File: src/rtl/regfile_dump.sv
// regfile_dump: walks every integer register through a read port and streams
// {index, value[31:24..7:0]} frames followed by an XOR checksum byte.
`default_nettype none

module regfile_dump #(
  parameter int NUM_REGS = 32,
  parameter int XLEN     = 32,
  parameter int ADDR_W   = 5
) (
  input  logic              clk,
  input  logic              rst_n,
  input  logic              i_start,
  output logic              o_busy,
  output logic              o_done,
  output logic [ADDR_W-1:0] o_rf_raddr,
  input  logic [XLEN-1:0]   i_rf_rdata,
  output logic [7:0]        o_tx_data,
  output logic              o_tx_valid,
  input  logic              i_tx_ready
);

  localparam logic [7:0] C_LAST_IDX  = 8'(NUM_REGS - 1);
  localparam logic [2:0] C_LAST_BYTE = 3'd4;

  typedef enum logic [2:0] {
    S_IDLE = 3'd0,
    S_LOAD = 3'd1,
    S_SEND = 3'd2,
    S_CSUM = 3'd3,
    S_DONE = 3'd4
  } state_t;

  state_t        r_state;
  logic [7:0]    r_reg_idx;
  logic [39:0]   r_shift;
  logic [2:0]    r_byte_cnt;
  logic [7:0]    r_csum;

  always_ff @(posedge clk or negedge rst_n) begin
    if (!rst_n) begin
      r_state    <= S_IDLE;
      r_reg_idx  <= 8'd0;
      r_shift    <= 40'd0;
      r_byte_cnt <= 3'd0;
      r_csum     <= 8'd0;
    end else begin
      case (r_state)
        S_IDLE: begin
          if (i_start) begin
            r_reg_idx <= 8'd0;
            r_csum    <= 8'd0;
            r_state   <= S_LOAD;
          end
        end
        S_LOAD: begin
          // Each register is sampled exactly once, here; later writes are not seen.
          r_shift    <= {r_reg_idx, i_rf_rdata[31:0]};
          r_byte_cnt <= 3'd0;
          r_state    <= S_SEND;
        end
        S_SEND: begin
          if (i_tx_ready) begin
            r_csum     <= r_csum ^ r_shift[39:32];
            r_shift    <= {r_shift[31:0], 8'd0};
            r_byte_cnt <= r_byte_cnt + 3'd1;
            if (r_byte_cnt == C_LAST_BYTE) begin
              if (r_reg_idx == C_LAST_IDX) begin
                r_state <= S_CSUM;
              end else begin
                r_reg_idx <= r_reg_idx + 8'd1;
                r_state   <= S_LOAD;
              end
            end
          end
        end
        S_CSUM: begin
          if (i_tx_ready) begin
            r_state <= S_DONE;
          end
        end
        S_DONE: begin
          r_state <= S_IDLE;
        end
        default: begin
          r_state <= S_IDLE;
        end
      endcase
    end
  end

  // Outputs decode only registered state, so tx_ready never reaches them.
  always_comb begin
    o_busy     = (r_state != S_IDLE);
    o_done     = (r_state == S_DONE);
    o_tx_valid = (r_state == S_SEND) || (r_state == S_CSUM);
    o_tx_data  = 8'd0;
    o_rf_raddr = '0;
    if (r_state == S_SEND) begin
      o_tx_data = r_shift[39:32];
    end else if (r_state == S_CSUM) begin
      o_tx_data = r_csum;
    end
    if ((r_state == S_LOAD) || (r_state == S_SEND)) begin
      o_rf_raddr = ADDR_W'(r_reg_idx);
    end
  end

endmodule

`default_nettype wire

File: config.mk
export PLATFORM = sky130hd
export DESIGN_NAME = regfile_dump
export DESIGN_NICKNAME = d
export VERILOG_FILES = /design/src/rtl/regfile_dump.sv
export SDC_FILE = /design/constraint.sdc
export NUM_CORES = 1
export LEC_CHECK = 0
export ABC_AREA = 1
export BUFFER_PORTS_ARGS = -buffer_cell sky130_fd_sc_hd__buf_2
export CAP_MARGIN = 20
export CORE_MARGIN = 2
export CORE_UTILIZATION = 35
export CTS_BUF_LIST = sky130_fd_sc_hd__clkbuf_4
export DETAILED_ROUTE_END_ITERATION = 16
export GPL_TIMING_DRIVEN = 0
export PLACE_DENSITY = 0.54
export SETUP_SLACK_MARGIN = 0.4
export SYNTH_ARGS = -nofsm -noshare
export SYNTH_HDL_FRONTEND = slang
export SYNTH_SLANG_ARGS = --single-unit
File: constraint.sdc
create_clock -name clk -period 1.6 [get_ports clk]
set_input_delay 0.08 -clock clk [delete_from_list [all_inputs] [get_ports clk]]
set_output_delay 0.08 -clock clk [all_outputs]
set_load 0.01 [all_outputs]
=== Word level (Yosys, flattened, before mapping) ===
Cells that the tools add are included.

* ROM bits: 0
* Bits in writable memories: 0
* Memories: 0
* Logic and storage cells: 49
* Latch bits: 0
* Register bits: 62
* Bits of input ports: 36
* Output and inout port bits: 16

* Multiply operators: 0
* Reduce and logical (&&, ||, !) cells: 10
* Bitwise operators: 1
* Div/mod/pow operators: 0
* Add/sub/neg operators: 2
* Equal/unequal tests: 11
* Multiplexer cells: 20
* Shift operators: 0
* Magnitude comparators: 0

{| class="wikitable"
|+ Operators by type and width
! operator !! number
|-
| $pmux W40 S2 || 1
|-
| $mux W8 || 7
|-
| $mux W40 || 1
|-
| $pmux W8 S2 || 2
|-
| $mux W3 || 5
|-
| $pmux W3 S4 || 1
|-
| $ne A2 B2 Y1 const B || 5
|-
| $add A8 B1 Y8 const B || 1
|-
| $eq A8 B5 Y1 const B || 1
|-
| $xor A8 B8 Y8 || 1
|-
| $eq A3 B2 Y1 const B || 2
|-
| $eq A3 B3 Y1 const B || 2
|-
| $pmux W3 S2 || 1
|-
| $mux W5 || 1
|-
| $reduce_and A5 Y1 || 1
|-
| $reduce_and A4 Y1 || 1
|-
| $reduce_bool A2 Y1 || 2
|-
| $add A3 B1 Y3 const B || 1
|-
| $eq A3 B1 Y1 const B || 1
|-
| $logic_not A3 Y1 || 1
|-
| $reduce_and A3 Y1 || 1
|-
| $reduce_bool A3 Y1 || 1
|-
| $logic_or A1 B1 Y1 || 2
|-
| $mux W2 || 1
|-
| $reduce_and A2 Y1 || 1
|}

=== Depth between registers and ports, before layout ===
Gate-level depths: netlist (run 1).

* Depth after elaboration: 5
* Mapped depth: 9
* Gate-level depth less buffers: 9

=== Least setup slack after synthesis (run 1) ===
OpenSTA, ideal clock, no wires.

* Kind: register to register
* Start: register r_reg_idx[0]
* End: register r_reg_idx[0]
* Cell stages (with the launch flop): 9
* Data arrival time: 1296 ps
* Setup time: 65 ps
* Slack: 239 ps
* Clock period less this slack: 1361 ps
* Required time: 1535 ps
* Buffers on the path: 0
* Cells stage by stage: dfrtp_1 ha_1 nand2_1 nor2_1 nand3_1 nand2_2 nor2_2 nand2_1 nand2_1

* Longest elaborated chain between the ends: 5
* Elaborated cells between the ends (all ways): 8
* Those cells by class: add/sub (1); eq/ne (2); mux (4); reduce/logical (1)

{| class="wikitable"
|+ RTL lines
! what !! RTL line !! RTL
|-
| start, declared || 34 || <nowiki>logic [7:0] r_reg_idx;</nowiki>
|-
| start signal, assigned || 70 || <nowiki>r_reg_idx <= r_reg_idx + 8'd1;</nowiki>
|-
| $add A8 B1 Y8 || 70 ||
|-
| $mux W8 || 67 || <nowiki>if (r_reg_idx == C_LAST_IDX) begin</nowiki>
|-
| $mux W8 || 66 || <nowiki>if (r_byte_cnt == C_LAST_BYTE) begin</nowiki>
|-
| $mux W8 || 62 || <nowiki>if (i_tx_ready) begin</nowiki>
|-
| $pmux W8 S2 || 47 || <nowiki>case (r_state)</nowiki>
|}

Parallel ways exist; a longest one is shown, timed or not. The select of a mux whose other input is x is not followed.
A chain may end at the register's enable or synchronous reset.

=== Worst setup path after layout (run 1) ===
* Start: register r_state[1]
* End: register r_shift[38]

* Longest elaborated chain between the ends: 3
* Elaborated cells between the ends (all ways): 6
* Those cells by class: eq/ne (3); mux (1); reduce/logical (2)

{| class="wikitable"
|+ RTL lines
! what !! RTL line !! RTL
|-
| start, declared || 33 || <nowiki>state_t r_state;</nowiki>
|-
| start signal, assigned || 41 || <nowiki>r_state <= S_IDLE;</nowiki>
|-
| start signal, assigned || 52 || <nowiki>r_state <= S_LOAD;</nowiki>
|-
| start signal, assigned || 59 || <nowiki>r_state <= S_SEND;</nowiki>
|-
| $eq A3 B2 Y1 or $eq A3 B1 Y1 (tied branches) || 47 ||
|-
| $ne A2 B2 Y1 (no source line) or $reduce_bool A2 Y1 (tied branches) || n/a ||
|-
| $reduce_and A2 Y1 (no source line) || n/a ||
|-
| end signal, assigned || 57 || <nowiki>r_shift <= {r_reg_idx, i_rf_rdata[31:0]};</nowiki>
|-
| end signal, assigned || 64 || <nowiki>r_shift <= {r_shift[31:0], 8'd0};</nowiki>
|-
| end, declared || 35 || <nowiki>logic [39:0] r_shift;</nowiki>
|}

Parallel ways exist; a longest one is shown, timed or not.

==> impl_metrics.yaml, run 1 <==
cells_and_area:
  nets: 576
  fillerInstances: 844
  area_delta_synth_final_pct: 53.97
  multi_input_area_um2: 1530
  post-route-util_pct: 54.90
  layout-drive-gt1-share_pct: 31.55
  regArea_um2: 1556
  antennaDiodeCount: 0
power:
  power_density_nw_per_um2: 1785
  p_leak_nw: 2.385
  peakVddDrop_uv: 767.9
critical_path:
  path_cells: "nand2_2 -> nor2_4 -> buf_4 -> buf_8 -> buf_12 -> bufbuf_16 -> o211ai_1 -> o21ai_1"
  cp.arrival_ns: 1.95
  critPathKind: "reg -> reg"
  cp_num_buf_inv: 4
  critical_path.top_delay_family: "buffers and inverters"
  reg2reg_slack_ns: -0.06
  required_ns: 1.89
  crit_path_max_fanout: 7
  critPathLaunchType: "register"
  critical-path-max-stage-delay_ns: 0.45
  endpoint_kind: "register"
  crit_slowest_cell: "dfrtp_2"
logic_synthesis:
  ys_types: 26
  ys_seq_area_share_pct: 47.77
  synth.avg_cell_area_um2: 8.141
  synthCells: 399
  ys_warn_count: 0
  synthesis.area_um2: 3248
  syn_nets: 438
  ys_ff_latch: 62
route:
  post-route-drc-count: 0
  ant_nets: 0
  vias: 3175
  viasPerCell: 4.862
  drtIter0Drc: 179
  wl_mm: 10.11
  wire_per_inst_um: 15.48
  drt-pass1-iter-count: 4
clock_tree:
  clk_path_buf_depth: 2
  cts_htree_levels: 3
  cts_sinks: 62
  cts_tree: "built"
  root_buffer: "clkbuf_4"
  numCtsBuffers: 9
  worstSkewPairLatency_ns: 0.40
  clkTransAtPathRegs_ns: 0.10
sta:
  period_share_pct: 103.9
  finalSetupViolCount: 14
  tns_ns: -0.2923
  rsz0062_at_grt: "yes"
  fin_ws_ns: -0.06160
  max_freq_mhz: 601.8
  relSlewSlack_pct: 45.33
  final_max_slew_viol_count: 0
  period_minus_slack_ns: 1.662
  fin_skew_ns: 0.008658
  hold_violations: 0
  worstMarginPinSlew_ns: 0.8200
floorplan:
  ios: 52
  die_w_um: 100.3
  core.rowCount: 35
  initial_core_util_pct: 35.66
  dieArea_um2: 10070
  die_h_um: 100.3
  fp.coreArea_um2: 9109
global_route:
  grt_pass1_vias: 3306
  grt_usage_pct: 20.97
  grt_max_degree: 63
  grt_pass1_wl_mm: 16.21
  grt.overflow.total: 0
  antenna_found_initial: 0
run_status:
  violations: "negative setup slack"
  status: "finished, violations left"
run:
  cap_violations: 0
placed_design:
  place.gp.congestion: 0.8208
  dp_hpwl_mm: 5.920
  portBuffers: 51
min_path:
  hold_class: "in -> reg"
## final timing paths
check,startpoint,end,cells past startpoint
max in group asynchronous,rst_n,r_reg_idx[0],2
worst max register to register,r_state[1],r_shift[38],8
worst max-delay path,r_state[1],r_shift[38],8
worst min register to register,r_shift[8],r_shift[8],2
worst min-delay path,i_tx_ready,r_byte_cnt[1],3
min in group asynchronous,rst_n,r_shift[20],2
## registers in the layout, indices dropped and copies added (netlist names)
register    flops
r_csum          8
r_state         3
r_byte_cnt      3
r_reg_idx       8
r_shift        40
## cell usage after synthesis
cell       n  area, um^2
a21oi_1    6       30.03
buf_1      1       3.750
buf_2     10       50.05
buf_4      6       45.04
buf_6      2       22.52
clkbuf_1   1       3.750
dfrtp_1   62        1551
ha_1       3       37.54
inv_1     66       247.7
inv_2      4       15.01
nand2_1   72       270.3
nand2_2    2       12.51
nand3_1   27       135.1
nand3b_1   1       7.510
nand4_1    2       12.51
nor2_1    21       78.83
nor2_2     1       6.260
nor2_4     2       22.52
nor3_1     1       5.000
nor3b_1    2       15.01
o211ai_1  32       240.2
o21ai_0   17       85.08
o21ai_1   34       170.2
o21bai_1   8       60.06
o22ai_1    8       50.05
xor2_1     8       70.07
## layout by cell type, fill, tap and decap left out, types with 12 or more instances in the layout
cell type	netlist	routed
inv_1	66	65
o21ai_1	34	46
nand3_1	27	17
buf_2	10	53
buf_4	6	26
buf_6	2	13
dlygate4sd3_1	0	34
nor2_1	21	17
dfrtp_1	62	58
nand2_1	72	67
o211ai_1	32	32
clkbuf_4	0	12
## kinds of logic after synthesis
group                      synth area share (%)
adders and majority gates                 1.156
xor gates and xnor gates                  2.157
DFF                                       47.77
AOI/OAI and AO/OA                         19.57
and+or+nand+nor                           17.41
buffers and inverters                     11.94
## per-stage QoR
stage	std cells	instance area, um^2	hold WS [ns]	setup WS (ns)	total power, mW
floorplan	399	3358	-0.2156	0.3116	4.908
global placement	561	3752	0.3186	-0.05088	5.756
detailed placement	561	3755	0.2265	-0.07917	5.832
CTS	641	4803	0.01034	-0.03175	8.472
global route	653	5001	0.06247	-0.1134	9.567
finish	653	5001	0.02265	-0.06160	8.926
## report_power, final
group	total [mW]	switching, mW	internal (mW)
Clock	1.27	0.582	0.683
Sequential	2.39	0.227	2.16
Combinational	5.27	2.77	2.50
Total	8.93	3.58	5.34
## routing by layer
layer / global-route usage, % / share of wire (%)
met1: 29.33 / 48
met2: 33.92 / 48
met3: 2.507 / 2.8
met4: 6.849 / 1.5
met5: 0 / 0
## worst min-delay path, cell delays in order
cell	delay, ns
buf_2	0.16
nand3_1	0.09
o21ai_1	0.06
## layout make-up
cell class | instances | area share, %
inverters | 70 | 5.404
flip-flops and latches | 62 | 31.12
clock buffers | 12 | 1.801
well taps | 111 | 2.777
clock inverters | 4 | 1.426
plain buffers | 20 | 5.004
multi-input cells | 249 | 30.60
repair buffers | 125 | 21.87
## timing repair
action	in CTS	in global routing
gates cloned	10	2
endpoints found under the hold margin	95	0
setup endpoints to repair	78	78
buffers inserted	20	10
hold buffers	34	0
gates resized for setup	54	19
pin swaps	11	19
Note: power is estimated with default switching activity, not from simulation.
==> run 2: changes to the inputs <==
- CELL_PAD_IN_SITES_DETAIL_PLACEMENT: not set -> 0
- CELL_PAD_IN_SITES_GLOBAL_PLACEMENT: not set -> 2
- CORE_UTILIZATION: 35 -> 34
- PLACE_DENSITY: 0.54 -> 0.81
- clock period: 1.6 -> 1.77 ns (I/O delays scaled with it)
==> run 2 against run 1 <==
  * The flow now finishes without violations
  * Utilization fell by 4.7 points
  * Via count fell by 2.9%
  * Power fell by 21%
  * Sequential cell count did not move
  * Design area fell by 7.2%
  * Clock power fell by 24%
  * Die area rose by 2.8%
  * Sequential power fell by 9.6%
  * Critical path type is now reg -> out
  * Largest power group unchanged
==> impl_metrics.yaml, run 2 (synthesis results as in run 1) <==
floorplan:
  dieArea_um2: 10350
  die_h_um: 101.7
  initial_core_util_pct: 35.15
  core.rowCount: 35
  fp.coreArea_um2: 9240
  die_w_um: 101.7
  ios: 52
route:
  drtIter0Drc: 105
  viasPerCell: 4.729
  wl_mm: 9.669
  drt-pass1-iter-count: 4
  ant_nets: 0
  wire_per_inst_um: 14.83
  vias: 3083
  post-route-drc-count: 0
global_route:
  grt_max_degree: 63
  grt_usage_pct: 19.22
  grt_pass1_vias: 3049
  grt.overflow.total: 0
  antenna_found_initial: 0
  grt_pass1_wl_mm: 15.29
cells_and_area:
  top_regs: "r_shift x40, r_csum x8, r_reg_idx x8"
  regMostFlops: "r_shift"
  regArea_um2: 1556
  fillerInstances: 944
  multi_input_area_um2: 1488
  final_common_cell: "nand2_1"
  post-route-util_pct: 50.25
  nets: 558
  antennaDiodeCount: 0
  area_delta_synth_final_pct: 42.95
  layout-drive-gt1-share_pct: 28.11
  most-common-layout-cells: "68 x nand2_1, 65 x inv_1, 58 x dfrtp_1"
  largest_reg_flops: 40
  fin_area_um2: 4643
clock_tree:
  root_buffer: "clkbuf_4"
  clkTransAtPathRegs_ns: 0.10
  clk_path_buf_depth: 2
  cts_sinks: 62
  worstSkewPairLatency_ns: 0.41
  numCtsBuffers: 9
  cts_tree: "built"
  cts_htree_levels: 3
sta:
  max_freq_mhz: 614.6
  fin_skew_ns: 0.01983
  relSlewSlack_pct: 45.34
  finalSetupViolCount: 0
  hold_violations: 0
  period_share_pct: 91.93
  tns_ns: 0
  final_max_slew_viol_count: 0
  worstMarginPinSlew_ns: 0.8200
  period_minus_slack_ns: 1.627
  rsz0062_at_grt: "yes"
critical_path:
  endpoint_kind: "primary output"
  cp_num_buf_inv: 4
  required_ns: 1.68
  critPathKind: "reg -> out"
  cp.arrival_ns: 1.54
  crit_path_max_fanout: 5
  critical_path.top_delay_family: "buffers and inverters"
  critical-path-max-stage-delay_ns: 0.42
  path_cells: "inv_2 -> nand2_2 -> nor2_4 -> inv_4 -> clkbuf_16 -> o22ai_4 -> buf_2"
  critPathLaunchType: "register"
  crit_slowest_cell: "dfrtp_2"
run:
  cap_violations: 0
power:
  switching_share_pct: 43.01
  seqPwrFrac_pct: 30.6
  internal_power_mw: 4.028
  power_density_nw_per_um2: 1522
  power_frac_comb_pct: 55.8
  p_leak_nw: 2.205
  p_clk_share_pct: 13.6
  peakVddDrop_uv: 537.1
  p_switching_mw: 3.040
placed_design:
  portBuffers: 51
  placed_area_um2: 3667
  place.gp.congestion: 0.8400
  dp_hpwl_mm: 6.081
run_status:
  status: "finished, final reports clean"
min_path:
  hold_class: "in -> reg"
==> run 2: changes by cell type in the layout (fill, tap and decap cells not counted), sizes merged <==
cell / previous run / this run
buf: 104 / 88
inv: 69 / 70
clkinv: 2 / 3
dlygate4sd3: 34 / 33
clkbuf: 16 / 17
nand2: 75 / 74
bufbuf: 3 / 0
bufinv: 2 / 1
==> run 2: per-layer routing <==
| layer | vias up | global-route usage (%) | share of wire (%) |
|---|---|---|---|
| met2 | 49 | 30.82 | 47 |
| met1 | 1475 | 26.84 | 49 |
| met5 | - | 0 | 0 |
| met4 | 0 | 4.366 | 0.88 |
| li1 | 1550 | - | - |
| met3 | 9 | 3.865 | 3.4 |
==> run 2: metrics by stage <==
| step | hold slack [ns] | worst slack [ns] | instances | total power, mW |
|---|---|---|---|---|
| after floorplan | -0.2071 | 0.4092 | 399 | 4.206 |
| after global placement | 0.3238 | 0.02291 | 579 | 5.011 |
| after detailed placement | 0.2388 | 0.01899 | 579 | 5.080 |
| after CTS | 0.0004315 | 0.08048 | 636 | 6.456 |
| after global routing | 0.008780 | 0.04003 | 652 | 7.649 |
| final | 0.03859 | 0.1429 | 652 | 7.068 |
==> run 2: repair_timing <==
item	CTS	global route
buffers inserted	8	13
resized for setup	28	47
setup endpoints to repair	76	77
hold buffers	33	0
hold endpoints to repair	94	0
cloned	1	3
pin swaps	4	9
==> run 2: power groups by stage <==
| stage | combinational [mW] | clock (mW) | sequential, mW |
|---|---|---|---|
| floorplan | 2.05 | 0 | 2.15 |
| global placement | 2.82 | 0 | 2.19 |
| detailed placement | 2.87 | 0 | 2.21 |
| CTS | 3.30 | 0.989 | 2.16 |
| global route | 4.38 | 1.05 | 2.22 |
| finish | 3.94 | 0.959 | 2.16 |
==> run 2: final timing paths <==
path / start / to / slack (ns) / depth (start not counted)
worst max register to register: r_state[1] / r_shift[23] / 0.17 / 8
max in group asynchronous: rst_n / r_state[2] / 0.87 / 2
worst min-delay path: i_tx_ready / r_byte_cnt[2] / 0.04 / 3
min in group asynchronous: rst_n / r_shift[20] / 0.31 / 2
worst max-delay path: r_state[0] / o_tx_data[7] / 0.14 / 7
worst min register to register: r_byte_cnt[0] / r_byte_cnt[0] / 0.52 / 1
==> run 2: cell type report <==
class | instances | area share, %
multi-input combinational | 248 | 32.04
timing repair buffer | 108 | 17.78
sequential | 62 | 33.52
inverter | 70 | 5.821
clock inverter | 5 | 1.105
clock buffer | 10 | 1.617
tap | 129 | 3.476
buffer | 20 | 4.635
==> run 2: tightest hold or removal path: stages <==
cell and delay [ns]:
buf_2 0.16, nand3_1 0.10, a21oi_1 0.06
